<file path="src/rtl/bpred_btb_if.sv">
// Fetch/execute-facing signal bundle for the BTB branch predictor.
// The master side is the pipeline (fetch PC plus execute resolution); the slave side is the predictor.
interface bpred_btb_if #(
    parameter int ADDR_WIDTH = 32
);
    logic [ADDR_WIDTH-1:0] f_pc;
    logic                  f_pred_taken;
    logic [ADDR_WIDTH-1:0] f_pred_target;
    logic                  flush_all;
    logic                  upd_valid;
    logic [ADDR_WIDTH-1:0] upd_pc;
    logic                  upd_uncond;
    logic                  upd_taken;
    logic [ADDR_WIDTH-1:0] upd_target;
    logic                  upd_mispredict;
    logic [31:0]           stat_mispredicts;

    modport master (
        output f_pc,
        output flush_all,
        output upd_valid,
        output upd_pc,
        output upd_uncond,
        output upd_taken,
        output upd_target,
        output upd_mispredict,
        input  f_pred_taken,
        input  f_pred_target,
        input  stat_mispredicts
    );

    modport slave (
        input  f_pc,
        input  flush_all,
        input  upd_valid,
        input  upd_pc,
        input  upd_uncond,
        input  upd_taken,
        input  upd_target,
        input  upd_mispredict,
        output f_pred_taken,
        output f_pred_target,
        output stat_mispredicts
    );
endinterface

</file>
<file path="src/rtl/bpred_btb.sv">
// Direct-mapped branch target buffer with a per-entry saturating direction counter.
// Lookup is combinational from registered state; execute trains one entry per cycle.
module bpred_btb #(
    parameter int ADDR_WIDTH = 32,
    parameter int ENTRIES    = 64,
    parameter int CTR_BITS   = 2
) (
    input logic        clk,
    input logic        rst,
    bpred_btb_if.slave bus
);
    localparam int IDX_W = $clog2(ENTRIES);
    localparam int TAG_W = ADDR_WIDTH - 2 - IDX_W;

    localparam logic [CTR_BITS-1:0] CTR_MAX  = '1;
    localparam logic [CTR_BITS-1:0] CTR_ZERO = '0;
    localparam logic [CTR_BITS-1:0] CTR_ONE  = CTR_BITS'(1);
    localparam logic [CTR_BITS-1:0] CTR_WEAK = CTR_ONE << (CTR_BITS - 1);

    logic [ENTRIES-1:0]    r_valid;
    logic [TAG_W-1:0]      r_tag    [ENTRIES];
    logic [ADDR_WIDTH-1:0] r_target [ENTRIES];
    logic [CTR_BITS-1:0]   r_ctr    [ENTRIES];
    logic [31:0]           r_statMispredicts;

    logic [IDX_W-1:0]      w_fIdx;
    logic [TAG_W-1:0]      w_fTag;
    logic                  w_fHit;
    logic                  w_fTaken;
    logic [ADDR_WIDTH-1:0] w_fSeqPc;

    logic [IDX_W-1:0]      w_uIdx;
    logic [TAG_W-1:0]      w_uTag;
    logic                  w_uHit;
    logic                  w_doUpd;
    logic                  w_alloc;
    logic                  w_ctrWrite;
    logic                  w_tgtWrite;
    logic [CTR_BITS-1:0]   w_ctrCur;
    logic [CTR_BITS-1:0]   w_ctrNext;

    // Fetch-side lookup sees only registered state, so a same-cycle update is not bypassed.
    assign w_fIdx   = bus.f_pc[IDX_W+1:2];
    assign w_fTag   = bus.f_pc[ADDR_WIDTH-1:IDX_W+2];
    assign w_fHit   = r_valid[w_fIdx] && (r_tag[w_fIdx] == w_fTag);
    assign w_fTaken = w_fHit && r_ctr[w_fIdx][CTR_BITS-1];
    assign w_fSeqPc = bus.f_pc + ADDR_WIDTH'(4);

    assign bus.f_pred_taken     = w_fTaken;
    assign bus.f_pred_target    = w_fTaken ? r_target[w_fIdx] : w_fSeqPc;
    assign bus.stat_mispredicts = r_statMispredicts;

    assign w_uIdx  = bus.upd_pc[IDX_W+1:2];
    assign w_uTag  = bus.upd_pc[ADDR_WIDTH-1:IDX_W+2];
    assign w_uHit  = r_valid[w_uIdx] && (r_tag[w_uIdx] == w_uTag);
    assign w_doUpd = bus.upd_valid && !bus.flush_all;

    // A not-taken miss leaves the table alone; everything else touches the counter.
    assign w_alloc    = w_doUpd && !w_uHit && bus.upd_taken;
    assign w_ctrWrite = w_doUpd && (w_uHit || bus.upd_taken);
    assign w_tgtWrite = w_doUpd && (bus.upd_taken || (w_uHit && bus.upd_uncond));

    always_comb begin
        w_ctrCur  = r_ctr[w_uIdx];
        w_ctrNext = w_ctrCur;
        if (!w_uHit) begin
            w_ctrNext = bus.upd_uncond ? CTR_MAX : CTR_WEAK;
        end else if (bus.upd_uncond) begin
            w_ctrNext = CTR_MAX;
        end else if (bus.upd_taken) begin
            if (w_ctrCur != CTR_MAX) begin
                w_ctrNext = w_ctrCur + CTR_ONE;
            end
        end else if (w_ctrCur != CTR_ZERO) begin
            w_ctrNext = w_ctrCur - CTR_ONE;
        end
    end

    always_ff @(posedge clk) begin
        if (rst) begin
            r_valid <= '0;
            for (int i = 0; i < ENTRIES; i++) begin
                r_ctr[i] <= '0;
            end
        end else begin
            if (bus.flush_all) begin
                r_valid <= '0;
            end else if (w_alloc) begin
                r_valid[w_uIdx] <= 1'b1;
            end
            if (w_ctrWrite) begin
                r_ctr[w_uIdx] <= w_ctrNext;
            end
        end
    end

    // Tag and target are only meaningful behind a valid bit, so they carry no reset.
    always_ff @(posedge clk) begin
        if (w_alloc) begin
            r_tag[w_uIdx] <= w_uTag;
        end
        if (w_tgtWrite) begin
            r_target[w_uIdx] <= bus.upd_target;
        end
    end

    always_ff @(posedge clk) begin
        if (rst) begin
            r_statMispredicts <= '0;
        end else if (bus.upd_valid && bus.upd_mispredict) begin
            r_statMispredicts <= r_statMispredicts + 32'd1;
        end
    end
endmodule

</file>
<file path="src/flat_wrapper.sv">
// flat-port wrapper written by rule: the top's interface ports become plain ports
module bpred_btb_flat 
#(
    parameter int ADDR_WIDTH = 32,
    parameter int ENTRIES    = 64,
    parameter int CTR_BITS   = 2
)
  (clk, rst, bus_f_pc, bus_flush_all, bus_upd_valid, bus_upd_pc, bus_upd_uncond, bus_upd_taken, bus_upd_target, bus_upd_mispredict, bus_f_pred_taken, bus_f_pred_target, bus_stat_mispredicts);
  bpred_btb_if #(.ADDR_WIDTH(ADDR_WIDTH)) bus_i ();
  input logic clk;
  input logic rst;
  input wire logic [$bits(bus_i.f_pc)-1:0] bus_f_pc;
  input wire logic [$bits(bus_i.flush_all)-1:0] bus_flush_all;
  input wire logic [$bits(bus_i.upd_valid)-1:0] bus_upd_valid;
  input wire logic [$bits(bus_i.upd_pc)-1:0] bus_upd_pc;
  input wire logic [$bits(bus_i.upd_uncond)-1:0] bus_upd_uncond;
  input wire logic [$bits(bus_i.upd_taken)-1:0] bus_upd_taken;
  input wire logic [$bits(bus_i.upd_target)-1:0] bus_upd_target;
  input wire logic [$bits(bus_i.upd_mispredict)-1:0] bus_upd_mispredict;
  output wire logic [$bits(bus_i.f_pred_taken)-1:0] bus_f_pred_taken;
  output wire logic [$bits(bus_i.f_pred_target)-1:0] bus_f_pred_target;
  output wire logic [$bits(bus_i.stat_mispredicts)-1:0] bus_stat_mispredicts;
  assign bus_i.f_pc = bus_f_pc;
  assign bus_i.flush_all = bus_flush_all;
  assign bus_i.upd_valid = bus_upd_valid;
  assign bus_i.upd_pc = bus_upd_pc;
  assign bus_i.upd_uncond = bus_upd_uncond;
  assign bus_i.upd_taken = bus_upd_taken;
  assign bus_i.upd_target = bus_upd_target;
  assign bus_i.upd_mispredict = bus_upd_mispredict;
  assign bus_f_pred_taken = bus_i.f_pred_taken;
  assign bus_f_pred_target = bus_i.f_pred_target;
  assign bus_stat_mispredicts = bus_i.stat_mispredicts;
  bpred_btb #(.ADDR_WIDTH(ADDR_WIDTH), .ENTRIES(ENTRIES), .CTR_BITS(CTR_BITS)) u_core (.clk(clk), .rst(rst), .bus(bus_i));
endmodule
</file>
<file path="config.mk">
export PLATFORM = sky130hd
export DESIGN_NAME = bpred_btb_flat
export DESIGN_NICKNAME = d
export VERILOG_FILES = /design/src/rtl/bpred_btb_if.sv /design/src/rtl/bpred_btb.sv /design/src/flat_wrapper.sv
export SDC_FILE = /design/constraint.sdc
export NUM_CORES = 2
export LEC_CHECK = 0
export CORE_ASPECT_RATIO = 1.4
export CORE_MARGIN = 2
export CORE_UTILIZATION = 40
export CTS_CLUSTER_SIZE = 10
export DETAILED_ROUTE_END_ITERATION = 8
export PLACE_DENSITY = 0.56
export SYNTH_ARGS = -nofsm -noshare
export SYNTH_HDL_FRONTEND = slang
export SYNTH_SLANG_ARGS = --single-unit
</file>
<file path="constraint.sdc">
create_clock -name clk -period 18.8 [get_ports clk]
set_clock_uncertainty 0.05 [all_clocks]
set_input_delay 3.76 -clock clk [delete_from_list [all_inputs] [get_ports clk]]
set_output_delay 3.76 -clock clk [all_outputs]
set_load 0.02 [all_outputs]
</file>
# Word level (Yosys, flattened, before mapping)
# Memories as Yosys holds them, arrays and structs flattened.
# Index checks and enable logic that the tools add are counted.
[word_totals] mem_count=3 word_cells=59 regBits=96 ramBits=3712
[mem_list] name="u_core.r_target" words=64 word_bits=32 read_ports=1 rd_ports_with_merged_regs=0 write_ports=1 line="bpred_btb.sv:22" source="logic [ADDR_WIDTH-1:0] r_target [ENTRIES];"
[mem_list] name="u_core.r_tag" words=64 word_bits=24 read_ports=2 rd_ports_with_merged_regs=0 write_ports=1 line="bpred_btb.sv:21" source="logic [TAG_W-1:0] r_tag [ENTRIES];"
[mem_list] name="u_core.r_ctr" words=64 word_bits=2 read_ports=2 rd_ports_with_merged_regs=0 write_ports=64 line="bpred_btb.sv:23" source="logic [CTR_BITS-1:0] r_ctr [ENTRIES];"
[classes] n_reduce_logical=18 n_lt_le_gt_ge=3 bitwise=1 n_mux=25 n_eq_ne=3 add_sub_neg=4
[op_table] op="$or 64x64->64" n=1
[op_table] op="$eq 24x24->1" n=2
[op_table] op="$add 32x1->32 const B" n=1
[op_table] op="$add 32x3->32 const B" n=1
[op_table] op="$mux 32" n=1
[op_table] op="$lt 6x7->1 const B" n=2
[op_table] op="$mux 1" n=14
[op_table] op="$bmux 1 s6" n=2
[op_table] op="$mux 2" n=6
[op_table] op="$logic_and 1x1->1" n=11
[op_table] op="$demux 1 s6" n=1
[op_table] op="$ge 6x1->1 const B" n=1
[op_table] op="$mux 6" n=1
[op_table] op="$reduce_or 2->1" n=2
[op_table] op="$add 2x1->2 const B" n=1
[op_table] op="$logic_not 1->1" n=2
[op_table] op="$logic_or 1x1->1" n=2
[op_table] op="$ne 2x2->1 const B" n=1
[op_table] op="$reduce_bool 2->1" n=1
[op_table] op="$sub 2x1->2 const B" n=1

# Longest topological paths before layout
[depth] ltp_word=10 mapped_depth=20 mapped_depth_nobuf=11

# Worst setup path before layout
# No wires, ideal clock.
[synth_path] path_type="input to output" from="input bus_f_pc[2]" to="output bus_f_pred_taken" required_time_ns=14.990 arrival_time_ns=7.675 path_buffers=4 cell_stages=12 slack_ns=7.315 cell_sequence="buf_4 -> buf_2 -> buf_2 -> buf_2 -> mux4_2 -> mux4_2 -> a22oi_1 -> nand2_1 -> xnor2_1 -> nand2_1 -> or4b_2 -> nor4_1"
[synth_between] elab_chain_len=4
[synth_rtl] element="start: declaration" line="flat_wrapper.sv:12" source="input wire logic [$bits(bus_i.f_pc)-1:0] bus_f_pc;"
[synth_rtl] element="$mem_v2 64x24 or $bmux 1 s6 (tied branches)"
[synth_rtl] element="$eq 24x24->1 or $mux 1 (tied branches)" line="bpred_btb.sv:45" source="assign w_fHit = r_valid[w_fIdx] && (r_tag[w_fIdx] == w_fTag);"
[synth_rtl] element="$logic_and 1x1->1" line="bpred_btb.sv:45"
[synth_rtl] element="$logic_and 1x1->1 *" line="bpred_btb.sv:46" source="assign w_fTaken = w_fHit && r_ctr[w_fIdx][CTR_BITS-1];"
[synth_rtl] element="end: declaration" line="flat_wrapper.sv:20" source="output wire logic [$bits(bus_i.f_pred_taken)-1:0] bus_f_pred_taken;"
# Every way passes the cells marked *; elsewhere a longest branch is shown, timed or not. The select of a mux whose other input is x is not followed.

# Worst setup path after layout
[layout_path] from="input bus_f_pc[3]" to="output bus_f_pred_target[8]"
[layout_between] elab_chain_len=5
[layout_rtl] element="$mem_v2 64x24 or $bmux 1 s6 (tied branches)"
[layout_rtl] element="$eq 24x24->1 or $mux 1 (tied branches)" line="bpred_btb.sv:45"
[layout_rtl] element="$logic_and 1x1->1" line="bpred_btb.sv:45"
[layout_rtl] element="$logic_and 1x1->1" line="bpred_btb.sv:46"
[layout_rtl] element="$mux 32 *" line="bpred_btb.sv:50" source="assign bus.f_pred_target = w_fTaken ? r_target[w_fIdx] : w_fSeqPc;"
[layout_rtl] element="end: declaration" line="flat_wrapper.sv:21" source="output wire logic [$bits(bus_i.f_pred_target)-1:0] bus_f_pred_target;"
# Marks and branches as above.

==> impl_metrics.py <==
metrics = {
    "place": {
        "place_congestion": 0.871,
        "dp_hpwl_mm": 314,
        "dp_worst_setup_slack_ps": 4830,
        "placedCellCount": 13200,
        "portBuffers": 165,
    },
    "clock_network": {
        "cts_made_buffers": 428,
        "cts_setup_buffers": 0,
        "clockBufferDepth": 4,
        "tritoncts": "yes",
        "clockRootBuffer": "clkbuf_16",
        "cts_num_sinks": 3808,
        "htree_levels": 5,
        "cts_hold_buf": 0,
        "clk_latency_ps": 970,
        "clk_pin_slew_ps": 50,
        "cts_resized": 0,
    },
    "yosys": {
        "synth_edf_count": 3712,
        "ys_types": 87,
        "synth_flop_cell": "edfxtp_1",
        "ys_seq_area_share_pct": 70.2,
        "synth_area_mm2": 0.161,
        "yosysMostFrequentCell": "edfxtp_1",
        "postSynthAreaPerCell_um2": 20.1,
        "syn_nets": 8120,
        "ys_async_sr_fraction_pct": 0,
        "synthTopCellsByArea": "edfxtp_1 (69%), mux4_2 (18%), mux2i_1 (1.7%), dfxtp_1 (1.2%), a221oi_1 (0.85%)",
        "synth_top_area_cell": "edfxtp_1",
        "yosys_warnings": 0,
        "ys_seq_elements": 3808,
        "yosysTopAreaCellShare_pct": 69.0,
        "synth_common_cells": "edfxtp_1 (3712), mux4_2 (1287), clkbuf_1 (282)",
        "netlist_instances": 8015,
    },
    "outcome": {
        "status": "finished, final reports clean",
    },
    "finish": {
        "drive_gt1_share_pct": 28.4,
        "fin_nets": 8427,
        "fillers": 33900,
        "fin_cells": 13700,
        "syn_to_final_growth_pct": 12.5,
    },
    "routing": {
        "route.detailed.drc": 0,
        "ant_nets": 0,
        "drt_iter0_markers": 13500,
        "drt_wl_total_mm": 583,
        "wl_per_cell_um": 42.4,
        "drt_first_pass_iters": 8,
        "dr_total_vias": 91900,
        "viasPerCell": 6.69,
    },
    "floorplanning": {
        "io_pins": 168,
        "fp.dieW_um": 541,
        "core_area_mm2": 0.403,
        "die_area_mm2": 0.409,
        "initial_core_util_pct": 40.1,
        "fp.dieH_um": 756,
        "rows": 276,
    },
    "critical_path": {
        "critical_path_class": "in -> out",
        "critPathRequiredTime_ps": 14990,
        "max_stage_delay_ps": 810,
        "crit_path_top_delay_cell": "o21ai_1",
        "path_buf_inv": 5,
        "crit_family": "buffers and inverters",
        "end_kind": "output pin",
        "worstPathArrival_ps": 10500,
        "reg2reg_slack_ps": 12360,
        "cp_common_cell": "buf_4",
        "start_kind": "input pin",
        "path_max_fanout": 81,
        "path_cells": "buf_8, buf_4, nor2b_4, buf_4, a22oi_1, o211ai_1, a31oi_1, o21ai_1, xnor2_1, nor4bb_1, nand4_1, buf_4, mux2_1, clkdlybuf4s50_1",
    },
    "global_route": {
        "grt_pass1_wl_mm": 785,
        "overflow": 0,
        "grt_usage_pct": 28.1,
        "antenna_found_initial": 50,
        "grt_pass1_vias": 92500,
        "grt_max_degree": 120,
    },
    "pwr": {
        "power_leakage_nw": 55.7,
        "ir_drop_v": 0.0000812,
        "total_power_mw": 18.0,
        "powerDensity_mw_per_mm2": 98.9,
    },
    "sta": {
        "hold_ws_ps": 436,
        "fmax_mhz": 69.9,
        "maxSlewViolCount": 0,
        "rsz0062_at_grt": "no",
        "hold_violations": 0,
        "worst_pin_slew_ps": 1360,
        "final.setup.worst_slack_ps": 4490,
        "period_needed_ps": 14310,
        "tns_ps": 0,
        "max_slew_margin_pct": 9.23,
        "fin_crit_sh_pct": 76.1,
        "finalSetupViolCount": 0,
    },
    "flow_run": {
        "maxCapViolations": 0,
    },
    "worst_hold_path": {
        "hold_class": "reg -> reg",
    },
}
==> metrics by stage <==
step,utilization [%],cell area [um2]
floorplan,-,161000
global placement,42.2,170000
detailed placement,42.2,170000
CTS,45.1,182000
global route,45.1,182000
finish,45.1,182000
==> where the power goes <==
| part | internal (mW) | switching [mW] | leakage, nW | total (mW) |
|---|---|---|---|---|
| sequential | 9.34 | 0.0116 | 34.3 | 9.36 |
| combinational | 0.447 | 0.798 | 15.9 | 1.24 |
| clock | 4.12 | 3.23 | 5.59 | 7.36 |
| total | 13.9 | 4.04 | 55.7 | 18.0 |
==> logic make-up after synthesis <==
| logic type | share of synthesized area, % |
|---|---|
| DFF | 70.2 |
| muxes | 20.4 |
| AOI/OAI and AO/OA | 4.37 |
| and+or+nand+nor | 2.63 |
| buffers and inverters | 1.78 |
| xor gates and xnor gates | 0.575 |
| adders and majority gates | 0.0217 |
==> path summary, 6_finish.rpt <==
path / start / cells after the start / end
worst max-delay path: bus_f_pc[3] / 14 / bus_f_pred_target[8]
worst min-delay path: u_core.r_valid[31]$_SDFFE_PP0P_ / 1 / u_core.r_valid[31]$_SDFFE_PP0P_
worst max register to register: u_core.r_tag[38][23]$_DFFE_PP_ / 13 / u_core.r_target[7][30]$_DFFE_PP_
worst min register to register: u_core.r_valid[31]$_SDFFE_PP0P_ / 1 / u_core.r_valid[31]$_SDFFE_PP0P_
==> metal layers <==
layer	part of all wire [%]	wire length [um]	up-vias	GRT usage [%]
li1	-	-	34700	-
met3	9.9	57400	1649	6.36
met1	35	203000	49400	34.3
met4	7.1	41300	20	17.3
met2	48	281000	6144	45.4
met5	0.022	126	-	0
==> layout by cell type (no fill, tap or decap), types with 20 or more instances in the layout <==
cell type / count
clkdlybuf4s50_1: 98
nor3_1: 55
buf_2: 58
nand3b_1: 20
and3_1: 21
diode_2: 38
buf_4: 284
xnor2_1: 64
a221o_1: 52
a211oi_1: 25
nand2_1: 251
o22a_1: 22
a22oi_1: 101
a221oi_1: 157
o21a_1: 64
xor2_1: 41
o22ai_1: 98
nand4_1: 20
o21bai_1: 65
o21ai_0: 78
a22o_1: 42
o211ai_1: 25
a21oi_1: 97
mux2i_1: 280
mux2_2: 87
nor2_4: 134
a31oi_1: 42
edfxtp_1: 3712
mux4_2: 1287
nor2_1: 187
clkbuf_16: 437
nand3_1: 71
clkbuf_1: 68
dfxtp_1: 96
==> sequential cells by signal, indices dropped and copies added (netlist names) <==
signal and cells:
u_core.r_target 2048, u_core.r_tag 1536, u_core.r_ctr 128, u_core.r_valid 64, u_core.bus.stat_mispredicts 32
==> area by class of cell <==
class                           count  area, um2  share of cell area [%]
Antenna cell                       38       95.1                  0.0524
Tap cell                         5282       6610                    3.64
Inverter                           14       68.8                  0.0379
Timing Repair Buffer              460       3780                    2.08
Multi-Input combinational cell   3610      46200                    25.5
Clock inverter                     28        263                   0.145
Sequential cell                  3808     113000                    62.4
Clock buffer                      506      11200                    6.17
No activity file was read; power rests on OpenSTA's default activity.
